### src/rtl/stack_ctrl.sv
// stack_ctrl: stack engine executing PUSH/POP/CALL/RET against memory and the register file.
// Latency: PUSH/CALL/RET and POP-to-SP complete 3 cycles after start, POP to A/X/Y 4, errors 1; memory wait states add on top.
// Backpressure: mem_we/mem_re held until mem_ready; start is ignored (not queued) while busy.
// Optional feature: define STACK_BOUNDS_CHECK_EN to reject PUSH/CALL at STACK_LIMIT and POP/RET at STACK_BASE.
module stack_ctrl #(
  parameter logic [15:0] STACK_BASE  = 16'hFF00,
  parameter logic [15:0] STACK_LIMIT = 16'hFE00
) (
  input  logic        clk,
  input  logic        rst,
  input  logic        start,
  input  logic [1:0]  op,
  input  logic [15:0] push_data,
  input  logic [2:0]  dst_sel,
  input  logic [15:0] pc_in,
  input  logic [15:0] call_target,
  input  logic [15:0] sp_in,
  output logic [2:0]  rf_reg_sel,
  output logic [15:0] rf_wdata,
  output logic        rf_write_en,
  output logic [15:0] mem_addr,
  output logic [15:0] mem_wdata,
  output logic        mem_we,
  output logic        mem_re,
  input  logic [15:0] mem_rdata,
  input  logic        mem_ready,
  output logic [15:0] pc_out,
  output logic        pc_load,
  output logic        busy,
  output logic        done,
  output logic        err
);

  localparam logic [1:0] OP_PUSH = 2'b00;
  localparam logic [1:0] OP_POP  = 2'b01;
  localparam logic [1:0] OP_CALL = 2'b10;
  localparam logic [1:0] OP_RET  = 2'b11;
  localparam logic [2:0] REG_SP  = 3'b011;

  typedef enum logic [2:0] {
    S_IDLE,
    S_MEM,
    S_WB_SP,
    S_WB_REG,
    S_DONE
  } state_t;

  state_t      state;
  state_t      state_nxt;

  logic [1:0]  op_q;
  logic [2:0]  dst_q;
  logic [15:0] wdata_q;
  logic [15:0] target_q;
  logic [15:0] sp_q;
  logic [15:0] data_q;
  logic        err_q;

  logic        bounds_err;
  logic        cmd_err;
  logic        is_write;
  logic        pop_to_sp;
  logic        pop_to_reg;

`ifdef STACK_BOUNDS_CHECK_EN
  // A full stack cannot take another word; an empty stack has nothing to pop.
  assign bounds_err = ((op == OP_PUSH || op == OP_CALL) && (sp_in == STACK_LIMIT)) ||
                      ((op == OP_POP  || op == OP_RET)  && (sp_in == STACK_BASE));
`else
  // No bounds checking: SP wraps freely. The expression is constant zero but keeps
  // the bound parameters referenced in this build.
  assign bounds_err = (STACK_BASE == STACK_LIMIT) && 1'b0;
`endif

  // Only a POP names a destination, and only A/X/Y/SP (0xx) are legal.
  assign cmd_err    = bounds_err || ((op == OP_POP) && dst_sel[2]);

  // PUSH and CALL both write memory at SP-1; POP and RET both read memory at SP.
  assign is_write   = (op_q == OP_PUSH) || (op_q == OP_CALL);
  assign pop_to_sp  = (op_q == OP_POP) && (dst_q == REG_SP);
  assign pop_to_reg = (op_q == OP_POP) && (dst_q != REG_SP);

  // State register; reset aborts any command in flight.
  always_ff @(posedge clk) begin
    if (rst) begin
      state <= S_IDLE;
    end else begin
      state <= state_nxt;
    end
  end

  // Command capture on an accepted start, read-data capture when memory completes.
  always_ff @(posedge clk) begin
    if (rst) begin
      op_q     <= '0;
      dst_q    <= '0;
      wdata_q  <= '0;
      target_q <= '0;
      sp_q     <= '0;
      data_q   <= '0;
      err_q    <= 1'b0;
    end else begin
      if (state == S_IDLE && start) begin
        op_q     <= op;
        dst_q    <= dst_sel;
        wdata_q  <= (op == OP_CALL) ? pc_in : push_data;
        target_q <= call_target;
        sp_q     <= sp_in;
        err_q    <= cmd_err;
      end
      if (state == S_MEM && !is_write && mem_ready) begin
        data_q <= mem_rdata;
      end
    end
  end

  // Next-state and Moore outputs; everything is low unless the state asserts it.
  always_comb begin
    state_nxt   = state;
    rf_reg_sel  = '0;
    rf_wdata    = '0;
    rf_write_en = 1'b0;
    mem_addr    = '0;
    mem_wdata   = '0;
    mem_we      = 1'b0;
    mem_re      = 1'b0;
    pc_out      = '0;
    pc_load     = 1'b0;
    done        = 1'b0;
    err         = 1'b0;
    case (state)
      S_IDLE: begin
        if (start) begin
          state_nxt = cmd_err ? S_DONE : S_MEM;
        end
      end
      S_MEM: begin
        if (is_write) begin
          mem_we    = 1'b1;
          mem_addr  = sp_q - 16'd1;
          mem_wdata = wdata_q;
          if (mem_ready) begin
            state_nxt = S_WB_SP;
          end
        end else begin
          mem_re   = 1'b1;
          mem_addr = sp_q;
          if (mem_ready) begin
            state_nxt = pop_to_reg ? S_WB_REG : S_WB_SP;
          end
        end
      end
      S_WB_REG: begin
        rf_write_en = 1'b1;
        rf_reg_sel  = dst_q;
        rf_wdata    = data_q;
        state_nxt   = S_WB_SP;
      end
      S_WB_SP: begin
        rf_write_en = 1'b1;
        rf_reg_sel  = REG_SP;
        if (is_write) begin
          rf_wdata = sp_q - 16'd1;
        end else if (pop_to_sp) begin
          // Popped value becomes SP directly; no post-increment.
          rf_wdata = data_q;
        end else begin
          rf_wdata = sp_q + 16'd1;
        end
        state_nxt = S_DONE;
      end
      S_DONE: begin
        done = 1'b1;
        err  = err_q;
        if (!err_q && op_q == OP_CALL) begin
          pc_load = 1'b1;
          pc_out  = target_q;
        end else if (!err_q && op_q == OP_RET) begin
          pc_load = 1'b1;
          pc_out  = data_q;
        end
        state_nxt = S_IDLE;
      end
      default: begin
        state_nxt = S_IDLE;
      end
    endcase
  end

  assign busy = (state != S_IDLE);

endmodule

### config.mk
export PLATFORM = sky130hd
export DESIGN_NAME = stack_ctrl
export DESIGN_NICKNAME = d
export VERILOG_FILES = /design/src/rtl/stack_ctrl.sv
export SDC_FILE = /design/constraint.sdc
export NUM_CORES = 1
export LEC_CHECK = 0
export CORE_ASPECT_RATIO = 0.9
export CORE_MARGIN = 2
export CORE_UTILIZATION = 35
export CTS_CLUSTER_DIAMETER = 50
export DETAILED_ROUTE_END_ITERATION = 10
export GPL_TIMING_DRIVEN = 1
export PLACE_DENSITY = 0.65
export SLEW_MARGIN = 20
export SYNTH_ARGS = -nofsm -noshare
export SYNTH_HDL_FRONTEND = slang
export SYNTH_SLANG_ARGS = --single-unit
### constraint.sdc
create_clock -name clk -period 2.57 [get_ports clk]
set_clock_uncertainty 0.15 [all_clocks]
set_input_delay 0.257 -clock clk [delete_from_list [all_inputs] [get_ports clk]]
set_output_delay 0.257 -clock clk [all_outputs]
set_load 0.02 [all_outputs]
# After elaboration in Yosys (flattened, before gate mapping)
# Cells that the tools add are included.
[classes]
mux = 29
n_eq_ne = 13
reduce_logical = 16
addsub = 2
[op_table]
columns = ["cell", "n"]
rows = [
  ["$mux W16", 10],
  ["$pmux W16 S2", 1],
  ["$add A16 B1 Y16 const B", 1],
  ["$sub A16 B1 Y16 const B", 1],
  ["$mux W3", 5],
  ["$pmux W3 S4", 1],
  ["$mux W1", 11],
  ["$eq A3 B2 Y1 const B", 3],
  ["$logic_and A1 B1 Y1", 8],
  ["$eq A2 B2 Y1 const B", 3],
  ["$pmux W3 S2", 1],
  ["$eq A2 B1 Y1 const B", 2],
  ["$ne A2 B2 Y1 const B", 2],
  ["$eq A3 B1 Y1 const B", 1],
  ["$eq A3 B3 Y1 const B", 1],
  ["$logic_not A3 Y1", 1],
  ["$ne A3 B2 Y1 const B", 1],
  ["$reduce_bool A3 Y1", 1],
  ["$logic_not A1 Y1", 2],
  ["$logic_not A2 Y1", 1],
  ["$reduce_and A2 Y1", 1],
  ["$reduce_or A2 Y1", 1],
  ["$logic_or A1 B1 Y1", 1],
]
[word_totals]
input_bits = 89
wordCells = 68
regBits = 73
output_inout_bits = 74

# Depth between registers and ports, before layout
# Gate-level depths: netlist of run 1.
[logic_depth]
ltp_word = 6
mapped_depth = 9
depth_no_buf = 7

# Worst setup path after synthesis of run 1
# No wires, ideal clock.
[synth_path]
path_kind = "register -> output"
from = "register sp_q[12]"
to = "output port rf_wdata[15]"
t_arrival_ns = 1.838
required_ns = 2.163
path_buffers = 1
path_stages_with_launch = 7
slack_ns = 0.325
path_cell_list = "dfxtp_1 buf_6 or4_4 or3_4 nor3_1 o31ai_1 o21ai_1"
[synth_between]
elab_chain_cells = 4
word_cells_on_any_way = 5
classes_between = "2 x add/sub; 3 x mux"
[synth_lines]
columns = ["item", "line_no", "rtl"]
rows = [
  ["from (decl)", "55", "logic [15:0] sp_q;"],
  ["from (signal assigned)", "108", "sp_q <= sp_in;"],
  ["$add A16 B1 Y16", "168", "rf_wdata = sp_q + 16'd1;"],
  ["$mux W16", "164", "end else if (pop_to_sp) begin"],
  ["$mux W16 (*)", "162", "if (is_write) begin"],
  ["$pmux W16 S2 (*)", "131", "case (state)"],
  ["to (decl)", "19", "output logic [15:0] rf_wdata,"],
]
# Every way passes the cells marked *; elsewhere a longest branch is shown, timed or not.

# Worst setup path after layout of run 1
[layout_path]
from = "register sp_q[7]"
to = "output port rf_wdata[15]"
# The elaborated chain is that of the path after synthesis.

==> results of run 1 <==
-- state kept, by name, summed over array words and instances, names as in the netlist --
signal and cells:
err_q 1, op_q 2, data_q 16, sp_q 16
dst_q 3, wdata_q 16, state 3, target_q 16
-- worst paths after layout --
check                   start            to
setup / recovery      sp_q[7]  rf_wdata[15]
hold / removal       sp_in[0]       sp_q[0]
setup reg to reg     state[1]     data_q[8]
hold reg to reg   target_q[7]   target_q[7]
-- cell usage in the layout (no fill, tap or decap), types with 5 or more instances in the layout --
cell type        Yosys  routed
a211oi_1            17      17
a21oi_1             62      62
a22oi_1             16      16
and3_1              22      21
buf_12               0       5
buf_2               14       7
buf_4                1      84
buf_6                4       7
clkbuf_16            0       9
clkbuf_2             0      12
clkdlybuf4s50_1      0     114
dfxtp_1             73      63
dfxtp_2              0       8
dlygate4sd2_1        0      16
inv_1               13      13
mux2i_1             17      16
nand2_1            132     130
nand4_1              6       6
nor2_1              66      66
nor3_1              17      12
nor4_2               2       5
o21ai_0              6       6
o221ai_1             5       5
o22ai_1              5       5
xnor2_1             20      20
xor2_1               7       7
-- cell families after synthesis --
kind of cell,after synthesis
mux,17
simple gates,291
xor+xnor,27
buf+inv,71
fa+ha+maj,2
flops,73
compound gates,141
-- synthesized netlist by cell type (6+ instances only) --
cell type,n
a211oi_1,17
a21oi_1,62
a22oi_1,16
and3_1,22
buf_2,14
clkbuf_1,34
dfxtp_1,73
inv_1,13
mux2i_1,17
nand2_1,132
nand3_1,6
nand4_1,6
nor2_1,66
nor3_1,17
nor4_1,9
o21ai_0,6
xnor2_1,20
xor2_1,7
-- area by class of cell --
type | count | area share
Sequential cell | 73 | 0.2062
Tap cell | 164 | 0.02861
Clock inverter | 5 | 0.01134
Inverter | 13 | 0.006803
Multi-Input combinational cell | 478 | 0.4040
Clock buffer | 10 | 0.03192
Timing Repair Buffer | 249 | 0.3112
-- critical path, cell delays in order (launching register included) --
cell	delay [ps]
dfxtp_2	330
or4_4	590
or3_4	370
o21a_1	180
o31ai_1	200
o21ai_1	110
buf_2	170
-- power by group through the flow --
stage	Combinational (mW)	Sequential [mW]	Clock (mW)
final	1.36	1.29	1.34
after global routing	1.46	1.30	1.41
after CTS	1.32	1.29	1.36
after detailed placement	1.27	1.31	0
after global placement	1.26	1.30	0
after floorplan	0.705	1.28	0
-- metal layers --
metal | global-route usage | vias to the layer above | part of all wire
li1 | - | 2577 | -
met1 | 0.3190 | 2425 | 0.44
met2 | 0.3982 | 225 | 0.46
met3 | 0.05453 | 21 | 0.086
met4 | 0.07121 | 0 | 0.012
met5 | 0 | - | 0
-- what timing repair did --
action | CTS | global route
gates resized for setup | 128 | 55
setup buffers | 2 | 3
endpoints found under the hold margin | 0 | 0
pin swaps | 6 | 14
setup endpoints to repair | 48 | 40
==> metrics.md, run 1 <==
| Metric | Value |
|---|---|
| Pre-CTS setup slack | -206.2 ps |
| Cells after Synth | about 620 |
| Critical path type | flop to output pin |
| Cell accounting for the most synthesized area | dfxtp_1 |
| ANT cells | 0 |
| Slew @ Worst Pin | 698.6 ps |
| Pre-antenna DRT Iters | 5 |
| Share of cells above drive strength 1 | 0.2174 |
| Cts bufs inserted | 9 |
| Synth top area share | 0.3265 |
| Post-DRT Antenna Nets | 0 |
| Critical path launch point type | flop |
| Part of the power in registers | 0.323 |
| TritonCTS clock tree | done |
| Post-synth ARST share | 0 |
| Post-Route WL | 16660 um |
| Gr usage total | 0.2438 |
| Setup TNS | -339.9 ps |
| CP arrival | 2280 ps |
| Register area | 0.001479 mm2 |
| Net Sw Power | 1.252 mW |
| R2r worst-path depth | 8 |
| Tot Pwr | 3.985 mW |
| Vias in the first global route | 5179 |
| Placed Cells | 973 |
| Worst-path clk slew | 60 ps |
| Fin cells | 992 |
| RSZ-0062 raised after global routing | true |
| YS warnings | 0 |
| Initial DRC count | 335 |
| RePlAce Congestion | 0.9032 |
| Clk buf depth | 2 |
| CORE AREA | 0.01259 mm2 |
| Port Buffers | 162 |
| Xor-xnor portion of the synthesized cell area | 0.05284 |
| Hold WS | between 300 and 400 ps |
| Compound-gate portion of the synthesized area | 0.2041 |
| Critical Path Fanout Max | 4 |
| Final #Nets | approximately 920 |
| Hold Path Depth | 3 |
| First-pass GRT wire length | between 20000 and 30000 um |
| DP Area | 0.006723 mm2 |
| Fin util | 0.5698 |
| Static leakage | 2.903 nW |
| Peak Freq | about 0.37 GHz |
| Final period utilization | 1.047 |
| Die X | roughly 120 um |
| PnR worst setup slack | -120.5 ps |
| Average routed wire per standard cell | 16.80 um |
| Initial core utilization | 0.3555 |
| Hold Path Class | input port to flop |
| Std-Cell Rows | 39 |
| Period minus WS final | 2690 ps |
| R2R setup slack | approximately 560 ps |
| EDFF count, synth | 0 |
| Drt drc | 0 |
| Max cap viols | 0 |
| Logic gate share of total power | 0.340 |
| Vias | 5248 |
| WP data required | 2160 ps |
| CTS Sinks | 73 |
| Post-Synth Simple-Gate Area | 0.3019 |
| Die ar. | around 0.014 mm2 |
| Ys flop type | dfxtp_1 |
| Clk_lat worst skew | between 300 and 400 ps |
| Clk pwr share | 0.336 |
| Status | finished with violations |
| Overflow after GRT | 0 |
| I/O pin cnt | 163 |
| Yosys reg bits | 73 |
| Syn Area/Cell | roughly 7 um2 |
| Initial antenna violation count | 0 |
| Htree depth | 3 |
| Sw Share | 0.3141 |
| Vias per inst | 5.290 |
| Fillers | approximately 1200 |
| Area Growth Syn to Fin | 60.27% |
| Syn Nets | 713 |
| Die Ht | ~110 um |
| Slew HR | 0.5342 |
| Worst VDD drop | 0.3075 mV |
| Failing checks | setup timing |
| Largest cells by area after synthesis | dfxtp_1 33%, nand2_1 11%, a21oi_1 6.9% |
| Max-slew violations | 0 |
| Yosys cell types | 58 |
| Post-route cell area | just over 0.007 mm2 |
| Power Density | 555.5 mW/mm2 |
| Sequential fraction of the synthesis area | 0.3265 |
| Multi-input gate area | 0.002898 mm2 |
| Internal power | 2.733 mW |
| CP Capture Type | output pin |
| # setup viols final | 8 |
| Root Driver | clkbuf_16 |
| Adder-Cell Fraction of Synth Area | 0.005591 |
| Largest net degree at the start of global routing | 71 |
| Hold_buf cts | 0 |
| Fin. Hold Viols | 0 |
| Main combinational cell family by area after synthesis | simple AND/OR/NAND/NOR gates |
| Mux share of post-synthesis cell area | 0.03802 |
| Synth Cell Area | around 0.0045 mm2 |
| DP HPWL | approximately 13000 um |
Note: power is estimated with default switching activity, not from simulation.
==> run 2: changes to the inputs <==
- DONT_BUFFER_PORTS: not set -> 1
- PLACE_DENSITY: 0.65 -> not set
- SKIP_LAST_GASP: not set -> 1
- TNS_END_PERCENT: not set -> 30
==> run 2 against run 1 <==
Against the previous run: the flow still finishes with violations (setup timing); final cell count down 10%; global-route usage fell by 0.63 points; count of clock-buffer cells in the layout is 1 lower; wire length shrank 1.5%; utilization shrank 8.0 points; non-clock buffer count decreased by 101; sequential share of layout area increased by 3.4 points; setup slack improved by 8.9 ps; clock power down 6%; critical path type unchanged; critical endpoint is now rf_wdata[14]; largest power group is now sequential cells.
==> metrics.md, run 2 (same netlist as run 1, synthesis figures left out) <==
| Metric | Value |
|---|---|
| Period minus WS final | 2682 ps |
| Peak Freq | 0.3729 GHz |
| Post-Route WL | approximately 16000 um |
| Average routed wire per standard cell | 18.41 um |
| Die X | 123.2 um |
| Pre-CTS setup slack | 195.7 ps |
| Worst-path clk slew | around 60 ps |
| Static leakage | 2.375 nW |
| Crit-path slowest cell | or4_4 |
| Vias per inst | approximately 5.4 |
| TritonCTS clock tree | done |
| Cts bufs inserted | 9 |
| RSZ-0062 raised after global routing | true |
| First-pass GRT wire length | around 25000 um |
| Final period utilization | 1.043 |
| CORE AREA | 0.01259 mm2 |
| Std-Cell Rows | 39 |
| Share of cells above drive strength 1 | 0.1772 |
| Largest net degree at the start of global routing | between 70 and 80 |
| R2R setup slack | 380 ps |
| Worst VDD drop | 0.4528 mV |
| Slew HR | 0.5428 |
| CP Capture Type | output pin |
| # setup viols final | 7 |
| Vias in the first global route | ~4700 |
| CP arrival | 2270 ps |
| Max-slew violations | 0 |
| Clk buf depth | 2 |
| Fillers | 1216 |
| Fin. Hold Viols | 0 |
| Tot Pwr | 3.659 mW |
| Initial antenna violation count | 0 |
| Critical path type | flop to output pin |
| Initial DRC count | 378 |
| R2r worst-path depth | 4 |
| Vias | 4860 |
| Clk_lat worst skew | 340 ps |
| ANT cells | 0 |
| DP HPWL | between 10000 and 15000 um |
| Commonest non-fill, non-tap cell in the layout | nand2_1 |
| Overflow after GRT | 0 |
| WP data required | 2160 ps |
| Reg2reg end | data_q[5] |
| Failing checks | setup timing |
| Critical path launch point type | flop |
| Crit path to | rf_wdata[14] |
| Hold Path Class | input port to flop |
| RePlAce Congestion | a little under 1 |
| Buffer and inverter count on the worst path | 1 |
| Root Driver | clkbuf_16 |
| Register area | roughly 0.0015 mm2 |
| Die Ht | roughly 110 um |
| CP top delay family | simple AND/OR/NAND/NOR gates |
| Port Buffers | 0 |
| PnR worst setup slack | -111.5 ps |
| CP cell instances | or4_4, buf_4, nor4_4, xnor2_1, nor3_1, a221o_1 |
| Initial core utilization | 0.3555 |
| Htree depth | 3 |
| CTS Sinks | 73 |
| FF-to-FF Start | state[0] |
| Drt drc | 0 |
| Final #Nets | between 800 and 900 |
| Status | finished with violations |
| Critical Path Fanout Max | 3 |
| Cell depth of the worst setup path | 6 |
| Pre-antenna DRT Iters | 5 |
| Post-DRT Antenna Nets | 0 |
| Multi-input gate area | 0.002804 mm2 |
| Critical Path Start | sp_q[7] |
| I/O pin cnt | 163 |
| Power Density | 593.5 mW/mm2 |
| Commonest non-fill, non-tap cells in the layout | 129 x nand2_1, 74 x dlygate4sd3_1, 69 x buf_4 |
| Die ar. | between 0.01 and 0.015 mm2 |
| Gr usage total | 0.2375 |
| CP max stage delay | roughly 530 ps |
| Slew @ Worst Pin | 685.7 ps |
| Area Growth Syn to Fin | 37.77% |
| Max cap viols | 0 |
[run 2: cell types whose count changed in the layout (fill, tap and decap cells not counted), moves of 4 or more]
cell | previous run | this run
dfxtp_2 | 8 | 4
dlygate4sd2_1 | 16 | 0
clkbuf_2 | 12 | 0
nor3_1 | 12 | 16
nor4_1 | 2 | 6
buf_12 | 5 | 0
buf_4 | 84 | 69
dlygate4sd3_1 | 0 | 74
buf_2 | 7 | 0
clkdlybuf4s50_1 | 114 | 0
[run 2: how the worst min path moves through the flow]
stage | slack, ps | cells after the start | to | from
3_3_place_gp | 180 | 1 | op_q[1] | rst
6_report | 10 | 2 | wdata_q[11] | pc_in[11]
2_1_floorplan | 240 | 2 | target_q[0] | call_target[0]
4_1_cts | 0.2 | 2 | wdata_q[10] | pc_in[10]
5_1_grt | 10 | 2 | wdata_q[11] | pc_in[11]
3_5_place_dp | 190 | 1 | op_q[0] | rst
[run 2: worst reg2reg max path, stage by stage (launching register included)]
cell     delay [ps]
dfxtp_1         520
nor3b_2         460
and3_1          670
nand2_1         180
a21oi_1         140
[run 2: report_power, final]
part	internal [mW]	total (mW)	switching (mW)
clock network	0.751	1.26	0.508
registers	1.22	1.30	0.0847
logic	0.464	1.10	0.633
[run 2: what timing repair did]
action	4_1_cts	5_1_grt
hold endpoints to repair	73	0
pin swaps	3	11
setup endpoints to repair	14	32
gates resized for setup	13	25
buffers inserted	4	5
hold buffers	75	0
[run 2: per-layer routing]
metal  routed length [um]  part of all wire  global-route usage
met1                 7222              0.44              0.3165
met2                 7575              0.46              0.3740
met3                 1266             0.077             0.05504
met4                  354             0.022             0.08106
met5                    0                 0                   0
[run 2: per-stage QoR]
step | TNS, ps | utilization | instances | hold WS, ps | cell area (um2)
after CTS | -571.0 | 0.4800 | 887 | 0.2315 | 6043
after global routing | -2601 | 0.4898 | 892 | 10.30 | 6166
after detailed placement | 0 | 0.3893 | 792 | 185.3 | 4901
after floorplan | 0 | - | 622 | 243.0 | 4476
final | -440.6 | 0.4898 | 892 | 10.21 | 6166
after global placement | 0 | 0.3893 | 792 | 182.6 | 4901
[run 2: final cells by class]
type,instances,share of cell area
multi-input combinational,478,0.4547
sequential,73,0.2403
timing repair buffer,148,0.2159
clock buffer,9,0.03653
tap,164,0.03328
clock inverter,7,0.01136
inverter,13,0.007914
